**config.mk**
```make
export PLATFORM = sky130hd
export DESIGN_NAME = multicycle_ctrl
export DESIGN_NICKNAME = d
export VERILOG_FILES = /design/src/rtl/multicycle_ctrl.sv
export SDC_FILE = /design/constraint.sdc
export NUM_CORES = 1
export LEC_CHECK = 0
export ABC_AREA = 1
export CAP_MARGIN = 20
export CORE_MARGIN = 1.5
export CORE_UTILIZATION = 45
export DETAILED_ROUTE_END_ITERATION = 12
export PLACE_DENSITY = 0.75
export SLEW_MARGIN = 0
export SYNTH_ARGS = -nofsm -noshare
export SYNTH_HDL_FRONTEND = slang
export SYNTH_SLANG_ARGS = --single-unit
```
**constraint.sdc**
```tcl
create_clock -name clk -period 1.5 [get_ports clk]
set_input_delay 0.225 -clock clk [delete_from_list [all_inputs] [get_ports clk]]
set_output_delay 0.225 -clock clk [all_outputs]
set_load 0.01 [all_outputs]
```
**src/rtl/multicycle_ctrl.sv**
```systemverilog
// Multicycle MIPS control FSM: sequences fetch/decode/execute/memory/writeback over a
// shared datapath, handshaking with a variable-latency memory and counting retirements.
module multicycle_ctrl #(
    parameter int CNT_W       = 16,
    parameter int MEM_TIMEOUT = 15
) (
    input  logic             clk,
    input  logic             rst_n,
    input  logic [5:0]       op,
    input  logic             halt,
    input  logic             mem_ack,
    output logic             mem_req,
    output logic             i_or_d,
    output logic             mem_read,
    output logic             mem_wrt,
    output logic             ir_wrt,
    output logic             pc_wrt,
    output logic             pc_wrt_cond,
    output logic [1:0]       pc_src,
    output logic             alu_src_a,
    output logic [1:0]       alu_src_b,
    output logic [1:0]       alu_op,
    output logic             reg_dst,
    output logic             reg_wrt,
    output logic             mem_reg,
    output logic [3:0]       state,
    output logic [CNT_W-1:0] instr_cnt,
    output logic             illegal,
    output logic             mem_err
);

    typedef enum logic [3:0] {
        S_FETCH  = 4'd0,
        S_DECODE = 4'd1,
        S_MEMADR = 4'd2,
        S_MEMRD  = 4'd3,
        S_MEMWB  = 4'd4,
        S_MEMWR  = 4'd5,
        S_EXEC   = 4'd6,
        S_ALUWB  = 4'd7,
        S_BRANCH = 4'd8,
        S_ORIEX  = 4'd9,
        S_ORIWB  = 4'd10
    } state_t;

    localparam logic [5:0] OP_R   = 6'b000000;
    localparam logic [5:0] OP_LW  = 6'b100011;
    localparam logic [5:0] OP_SW  = 6'b101011;
    localparam logic [5:0] OP_BEQ = 6'b000100;
    localparam logic [5:0] OP_ORI = 6'b001101;

    localparam int              WAIT_W   = $clog2(MEM_TIMEOUT + 2) + 1;
    localparam logic [WAIT_W-1:0] WAIT_ZERO = {WAIT_W{1'b0}};
    localparam logic [WAIT_W-1:0] WAIT_ONE  = {{(WAIT_W-1){1'b0}}, 1'b1};
    localparam logic [WAIT_W-1:0] WAIT_LAST = WAIT_W'((MEM_TIMEOUT > 0) ? MEM_TIMEOUT - 1 : 0);
    localparam logic [CNT_W-1:0]  CNT_ONE   = {{(CNT_W-1){1'b0}}, 1'b1};

    state_t            state_q;
    logic [WAIT_W-1:0] wait_q;
    logic [CNT_W-1:0]  cnt_q;
    logic              mem_err_q;

    logic              fetch_idle_s;
    logic              to_hit_s;
    logic [WAIT_W-1:0] wait_inc_s;

    // Halt only counts before the fetch request has gone out (wait counter still zero).
    assign fetch_idle_s = (state_q == S_FETCH) && halt && (wait_q == WAIT_ZERO);
    assign to_hit_s     = (MEM_TIMEOUT > 0) && !mem_ack && (wait_q == WAIT_LAST);
    assign wait_inc_s   = (wait_q == {WAIT_W{1'b1}}) ? wait_q : wait_q + WAIT_ONE;

    assign state     = state_q;
    assign instr_cnt = cnt_q;
    assign mem_err   = mem_err_q;

    // State sequencing, memory wait counter, retire counter and timeout pulse.
    always_ff @(posedge clk) begin
        if (!rst_n) begin
            state_q   <= S_FETCH;
            wait_q    <= WAIT_ZERO;
            cnt_q     <= {CNT_W{1'b0}};
            mem_err_q <= 1'b0;
        end else begin
            mem_err_q <= 1'b0;
            wait_q    <= WAIT_ZERO;
            case (state_q)
                S_FETCH: begin
                    if (fetch_idle_s) begin
                        state_q <= S_FETCH;
                    end else if (mem_ack) begin
                        state_q <= S_DECODE;
                    end else if (to_hit_s) begin
                        state_q   <= S_FETCH;
                        mem_err_q <= 1'b1;
                    end else begin
                        state_q <= S_FETCH;
                        wait_q  <= wait_inc_s;
                    end
                end
                S_DECODE: begin
                    case (op)
                        OP_LW, OP_SW: state_q <= S_MEMADR;
                        OP_R:         state_q <= S_EXEC;
                        OP_BEQ:       state_q <= S_BRANCH;
                        OP_ORI:       state_q <= S_ORIEX;
                        default:      state_q <= S_FETCH;
                    endcase
                end
                S_MEMADR: state_q <= (op == OP_SW) ? S_MEMWR : S_MEMRD;
                S_MEMRD, S_MEMWR: begin
                    if (mem_ack) begin
                        state_q <= (state_q == S_MEMRD) ? S_MEMWB : S_FETCH;
                        if (state_q == S_MEMWR) begin
                            cnt_q <= cnt_q + CNT_ONE;
                        end else begin
                            cnt_q <= cnt_q;
                        end
                    end else if (to_hit_s) begin
                        state_q   <= S_FETCH;
                        mem_err_q <= 1'b1;
                    end else begin
                        state_q <= state_q;
                        wait_q  <= wait_inc_s;
                    end
                end
                S_EXEC:  state_q <= S_ALUWB;
                S_ORIEX: state_q <= S_ORIWB;
                S_MEMWB, S_ALUWB, S_BRANCH, S_ORIWB: begin
                    state_q <= S_FETCH;
                    cnt_q   <= cnt_q + CNT_ONE;
                end
                default: state_q <= S_FETCH;
            endcase
        end
    end

    // Moore datapath controls; ir_wrt/pc_wrt follow the fetch acknowledge.
    always_comb begin
        mem_req     = 1'b0;
        i_or_d      = 1'b0;
        mem_read    = 1'b0;
        mem_wrt     = 1'b0;
        ir_wrt      = 1'b0;
        pc_wrt      = 1'b0;
        pc_wrt_cond = 1'b0;
        pc_src      = 2'b00;
        alu_src_a   = 1'b0;
        alu_src_b   = 2'b00;
        alu_op      = 2'b00;
        reg_dst     = 1'b0;
        reg_wrt     = 1'b0;
        mem_reg     = 1'b0;
        illegal     = 1'b0;
        case (state_q)
            S_FETCH: begin
                if (!fetch_idle_s) begin
                    mem_req   = 1'b1;
                    alu_src_b = 2'b01;
                    ir_wrt    = mem_ack;
                    pc_wrt    = mem_ack;
                end else begin
                    mem_req = 1'b0;
                end
            end
            S_DECODE: begin
                alu_src_b = 2'b11;
                case (op)
                    OP_R, OP_LW, OP_SW, OP_BEQ, OP_ORI: illegal = 1'b0;
                    default:                            illegal = 1'b1;
                endcase
            end
            S_MEMADR: begin
                alu_src_a = 1'b1;
                alu_src_b = 2'b10;
            end
            S_MEMRD: begin
                mem_req  = 1'b1;
                mem_read = 1'b1;
                i_or_d   = 1'b1;
            end
            S_MEMWB: begin
                reg_wrt = 1'b1;
                mem_reg = 1'b1;
            end
            S_MEMWR: begin
                mem_req = 1'b1;
                mem_wrt = 1'b1;
                i_or_d  = 1'b1;
            end
            S_EXEC: begin
                alu_src_a = 1'b1;
                alu_op    = 2'b10;
            end
            S_ALUWB: begin
                reg_wrt = 1'b1;
                reg_dst = 1'b1;
            end
            S_BRANCH: begin
                alu_src_a   = 1'b1;
                alu_op      = 2'b01;
                pc_wrt_cond = 1'b1;
                pc_src      = 2'b01;
            end
            S_ORIEX: begin
                alu_src_a = 1'b1;
                alu_src_b = 2'b10;
                alu_op    = 2'b11;
            end
            S_ORIWB: reg_wrt = 1'b1;
            default: mem_req = 1'b0;
        endcase
    end

endmodule

```
* Word level (Yosys, flattened, before mapping) *
Cells that the tools add are included.

storage, ports and cells
  register bits after elaboration = 27
  latch bits = 0
  bits in writable memories = 0
  memory bits (read-only) = 0
  bits of input ports = 10
  output and inout port bits = 39
  logic and storage cells = 79
  memories kept = 0

operators by class
  add/subtract/negate cells = 2
  multipliers = 0
  div/mod/pow operators = 0
  $lt $le $gt $ge = 0
  eq/ne operators = 19
  shift-type cells = 0
  mux-type cells = 38
  bitwise logic cells = 0
  reduce and logical (&&, ||, !) cells = 16

operators by type and width
  kind                     count
  $mux W16                 2
  $pmux W16 S2             1
  $mux W6                  4
  $pmux W4 S6              1
  $mux W1                  20
  $eq A6 B6 Y1 const B     3
  $add A16 B1 Y16 const B  1
  $eq A4 B3 Y1 const B     4
  $pmux W4 S4              1
  $eq A4 B4 Y1 const B     3
  $eq A6 B4 Y1 const B     2
  $logic_not A6 Y1         2
  $pmux W2 S3              2
  $pmux W6 S2              1
  $eq A4 B2 Y1 const B     2
  $mux W4                  2
  $reduce_or A4 Y1         2
  $add A6 B1 Y6 const B    1
  $eq A6 B3 Y1 const B     1
  $mux W3                  2
  $reduce_or A2 Y1         3
  $reduce_or A5 Y1         1
  $eq A4 B1 Y1 const B     1
  $logic_not A4 Y1         1
  other kinds (8)          12

* Longest topological paths before layout *
  depth in word-level cells = 6
  depth in mapped cells = 11
  gate-level depth less buffers = 10

* Least setup slack after synthesis *
No wires, ideal clock.

  path kind = reg2reg
  start point = register state_q[1], in the netlist state[1]
  end point = register cnt_q[0], in the netlist instr_cnt[0]
  setup time = 0.113 ns
  data arrival time = 1.337 ns
  data required time = 1.387 ns
  path slack = 0.050 ns
  cell stages (with the launch flop) = 12
  buffers on the path = 2
  clock period less this slack = 1.450 ns
  path through = dfxtp_1 buf_6 inv_1 nand2_1 inv_1 nand2_1 clkinv_1 nand2_4 nand2_4 buf_6 nor2_1 nor2_1

on the way
  longest elaborated chain between the ends = 4
  elaborated cells on any way between the ends = 13
  classes of those cells = eq/ne (8); mux (1); reduce/logical (4)

ends and longest elaborated chain
  element                                                                RTL line  RTL
  start, declared                                                        58        state_t state_q;
  start signal, assigned                                                 109       S_MEMADR: state_q <= (op == OP_SW) ? S_MEMWR : S_MEMRD;
  start signal, assigned                                                 112       state_q <= (state_q == S_MEMRD) ? S_MEMWB : S_FETCH;
  start signal, assigned                                                 122       state_q <= state_q;
  $eq A4 B2 Y1, or another cell as far along                             86        case (state_q)
  $reduce_or A2 Y1 (no source line) or $reduce_or A4 Y1 (tied branches)  n/a
  $ne A2 B1 Y1 (no source line) or $reduce_bool A2 Y1 (tied branches)    n/a
  $reduce_and A3 Y1 (no source line)                                     n/a
  end signal, assigned                                                   81        cnt_q <= {CNT_W{1'b0}};
  end signal, assigned                                                   114       cnt_q <= cnt_q + CNT_ONE;
  end signal, assigned                                                   116       cnt_q <= cnt_q;
  end, declared                                                          60        logic [CNT_W-1:0] cnt_q;

Parallel ways exist; a longest one is shown, timed or not.
A chain may end at the register's enable or synchronous reset.

* Worst setup path after layout *
  start point = register wait_q[0]
  end point = output mem_req

on the way
  longest elaborated chain between the ends = 4

ends and longest elaborated chain
  element                 RTL line  RTL
  start, declared         59        logic [WAIT_W-1:0] wait_q;
  start signal, assigned  97        wait_q <= wait_inc_s;
  start signal, assigned  123       wait_q <= wait_inc_s;
  $logic_not A6 Y1        68        assign fetch_idle_s = (state_q == S_FETCH) && halt && (wait_q == WAIT_ZERO);
  $logic_and A1 B1 Y1     68
  $mux W1                 156       if (!fetch_idle_s) begin
  $pmux W1 S2             154       case (state_q)
  end, declared           12        output logic mem_req,

Every way passes these cells.

==> impl_metrics.json <==
{
  "yosysSeqAreaShare_pct": 29.3,
  "core-area_um2": 3970,
  "rr_worst_depth": 11,
  "synthesis.nets": 309,
  "clockBufferDepth": 2,
  "p_sw_share_pct": 26.4,
  "path_clk_slew_ns": 0.10,
  "gr-usage-all-layers_pct": 26.1,
  "synth_commonest_cells": "nand2_1 (76), nor2_1 (42), nand3_1 (36), inv_1 (32), dfxtp_1 (27)",
  "setup_ws_ns": -0.0871,
  "place_congestion": 0.873,
  "synth_cells": 295,
  "cp-start-kind": "flop",
  "switchingPower_uw": 362,
  "drtIter0Drc": 150,
  "drc": 0,
  "r2r_slack_ns": -0.04,
  "wirelength_met1_um": 2450,
  "p_total_uw": 1370,
  "max_freq_mhz": 630,
  "pin_count": 49,
  "port_buffers": 47,
  "htree_levels": 1,
  "seqCellArea_um2": 577,
  "placed_cell_area_um2": 2720,
  "reg2reg_to": "instr_cnt[4]",
  "antennaDiodeCount": 0,
  "multi_input_area_um2": 1290,
  "rows": 23,
  "nets": 418,
  "postRouteAntennaNets": 0,
  "clock_latency_ns": 0.28,
  "synthFlopType": "dfxtp_1",
  "yosys_warnings": 0,
  "place_inst": 435,
  "clockPowerShare_pct": 31.7,
  "die_h_um": 67.0,
  "synth_top_area_share_pct": 29.3,
  "violations": "setup timing",
  "ys_seq_elements": 27,
  "p_leak_uw": 0.00142,
  "grt_antenna_before_repair": 0,
  "dieWidth_um": 67.0,
  "syn_avg_cell_area_um2": 6.26,
  "synth-edff-count": 0,
  "worstPathRequired_ns": 1.27,
  "slew_viol_final": 0,
  "p_comb_share_pct": 16.0,
  "vias": 2412,
  "min_period_ns": 1.59,
  "hpwl_um": 3890,
  "dr.max_layer_used": "met4",
  "synth_cell_types": 28,
  "drtPass1Iterations": 4,
  "netlist_area_um2": 1850,
  "status": "finished, violations left",
  "wl_met3_um": 279,
  "r2r-start": "state[1]",
  "synth_top_area_cell": "dfxtp_1",
  "synth_area_leaders": "dfxtp_1 (29%), nand2_1 (15%), nand3_1 (9.8%)",
  "drive_gt1_share_pct": 38.2,
  "cp_max_fo": 2,
  "finalHoldViolCount": 0,
  "async_reset_ff_share_pct": 0,
  "cts_made_buffers": 3,
  "crit_type": "reg -> out",
  "n_fill_cell": 295,
  "die-area_um2": 4490,
  "dr_wl_met2_um": 3260,
  "seqPwrFrac_pct": 52.2,
  "cp-end-kind": "output pin",
  "cts_tree": "built",
  "grt_max_degree": 18,
  "synth_most_common_cell": "nand2_1",
  "cellPowerDensity_nw_per_um2": 445,
  "finalNonFillerCells": 453,
  "grt_pass1_vias": 2211,
  "grt_overflow": 0,
  "hp-class": "reg -> reg",
  "drt-total-wl_um": 6140,
  "wl_per_cell_um": 13.5,
  "cp-endpoint": "mem_req",
  "syn_to_final_growth_pct": 67.4,
  "cts_hold_buf": 0,
  "p_int_uw": 1010,
  "post-route-period-util_pct": 106,
  "arrival_ns": 1.36,
  "grt_pass1_wl_um": 9240,
  "avgViaCountPerCell": 5.32,
  "cts_root_buffer": "clkbuf_8",
  "fin_area_um2": 3090,
  "vdd_ir_drop_max_mv": 0.359,
  "numClockSinks": 27,
  "drv_cap": 0,
  "startpoint": "wait_q[0]",
  "finalSetupViolCount": 30,
  "rsz0062_at_grt": "true",
  "finalClockSkew_ns": 0.00626,
  "initial_core_util_pct": 46.5
}
[kinds of logic after synthesis]
family,count (synthesis),share of synthesized area (%)
xor gates and xnor gates,9,4.27
DFF,27,29.3
buffers and inverters,45,11.2
and+or+nand+nor,181,44.5
adders and majority gates,4,2.71
AOI/OAI and AO/OA,28,7.80
other,1,0.203
[worst min path at each step]
stage | start | to | slack [ns] | cells past startpoint
after detailed placement | instr_cnt[15] | instr_cnt[15] | 0.51 | 2
after global placement | instr_cnt[15] | instr_cnt[15] | 0.50 | 2
after global routing | state[2] | state[2] | 0.54 | 2
final | instr_cnt[14] | instr_cnt[14] | 0.52 | 2
after floorplan | rst_n | state[1] | 0.32 | 2
after CTS | instr_cnt[7] | instr_cnt[7] | 0.53 | 2
[final cells by class]
type                       instances  area share [%]
multi-input combinational        224            41.7
timing repair buffer             111            31.4
sequential                        27            18.7
inverter                          37            4.74
tap                               50            2.03
clock buffer                       4            1.46
[placed cells by master, fill, tap and decap left out, types with 3 or more instances in the layout]
cell type and instances:
inv_1 25, nand2_2 12, clkdlybuf4s50_1 19, clkbuf_8 3
buf_2 8, nand2_1 65, inv_2 9, dfxtp_4 5
dfxtp_2 14, nand4_1 10, buf_4 54, ha_1 3
a21oi_1 18, xor2_1 7, nor2_2 3, nor2_1 38
dfxtp_1 8, nand2_8 3, nand3_1 32, o21ai_0 3
nor2_4 5, nor3_1 3, o21ai_2 3, dlygate4sd2_1 9
buf_6 16
[metrics by stage]
| stage | TNS [ns] | utilization (%) | worst slack (ns) | hold slack, ns |
|---|---|---|---|---|
| final | -0.969 | 77.8 | -0.0871 | 0.521 |
| after global routing | -3.46 | 77.8 | -0.177 | 0.541 |
| after CTS | -0.307 | 73.9 | -0.0668 | 0.526 |
| after detailed placement | -4.57 | 68.5 | -0.506 | 0.513 |
| after global placement | -4.16 | 68.5 | -0.492 | 0.502 |
| after floorplan | 0 | - | 0.0505 | 0.323 |
[power by group through the flow]
| stage | registers, uW | clock network [uW] | logic [uW] |
|---|---|---|---|
| finish | 718 | 436 | 220 |
| global route | 719 | 470 | 235 |
| CTS | 719 | 441 | 197 |
| detailed placement | 741 | 0 | 184 |
| global placement | 741 | 0 | 181 |
| floorplan | 742 | 0 | 67.7 |
[sequential cells by signal (all words and copies together), names as in the netlist]
name       count
instr_cnt     16
wait_q         6
mem_err        1
state          4
[what timing repair did]
action | CTS | global route
setup endpoints to repair | 48 | 45
pin swaps | 15 | 8
buffers inserted | 8 | 5
resized for setup | 140 | 31
gates cloned | 1 | 0
[critical path, stage by stage (launching register included)]
cell and delay, ns:
dfxtp_2 0.34, inv_2 0.07, ha_4 0.12, nand4_1 0.20
nand2_2 0.17, nand2_2 0.07, buf_6 0.12
[metal layers]
layer	global-route usage, %	vias to the layer above
met3	4.22	25
met1	28.5	1132
met4	7.14	0
li1	-	1162
met5	0	-
met2	50.9	93
(Power assumes the default switching activity.)
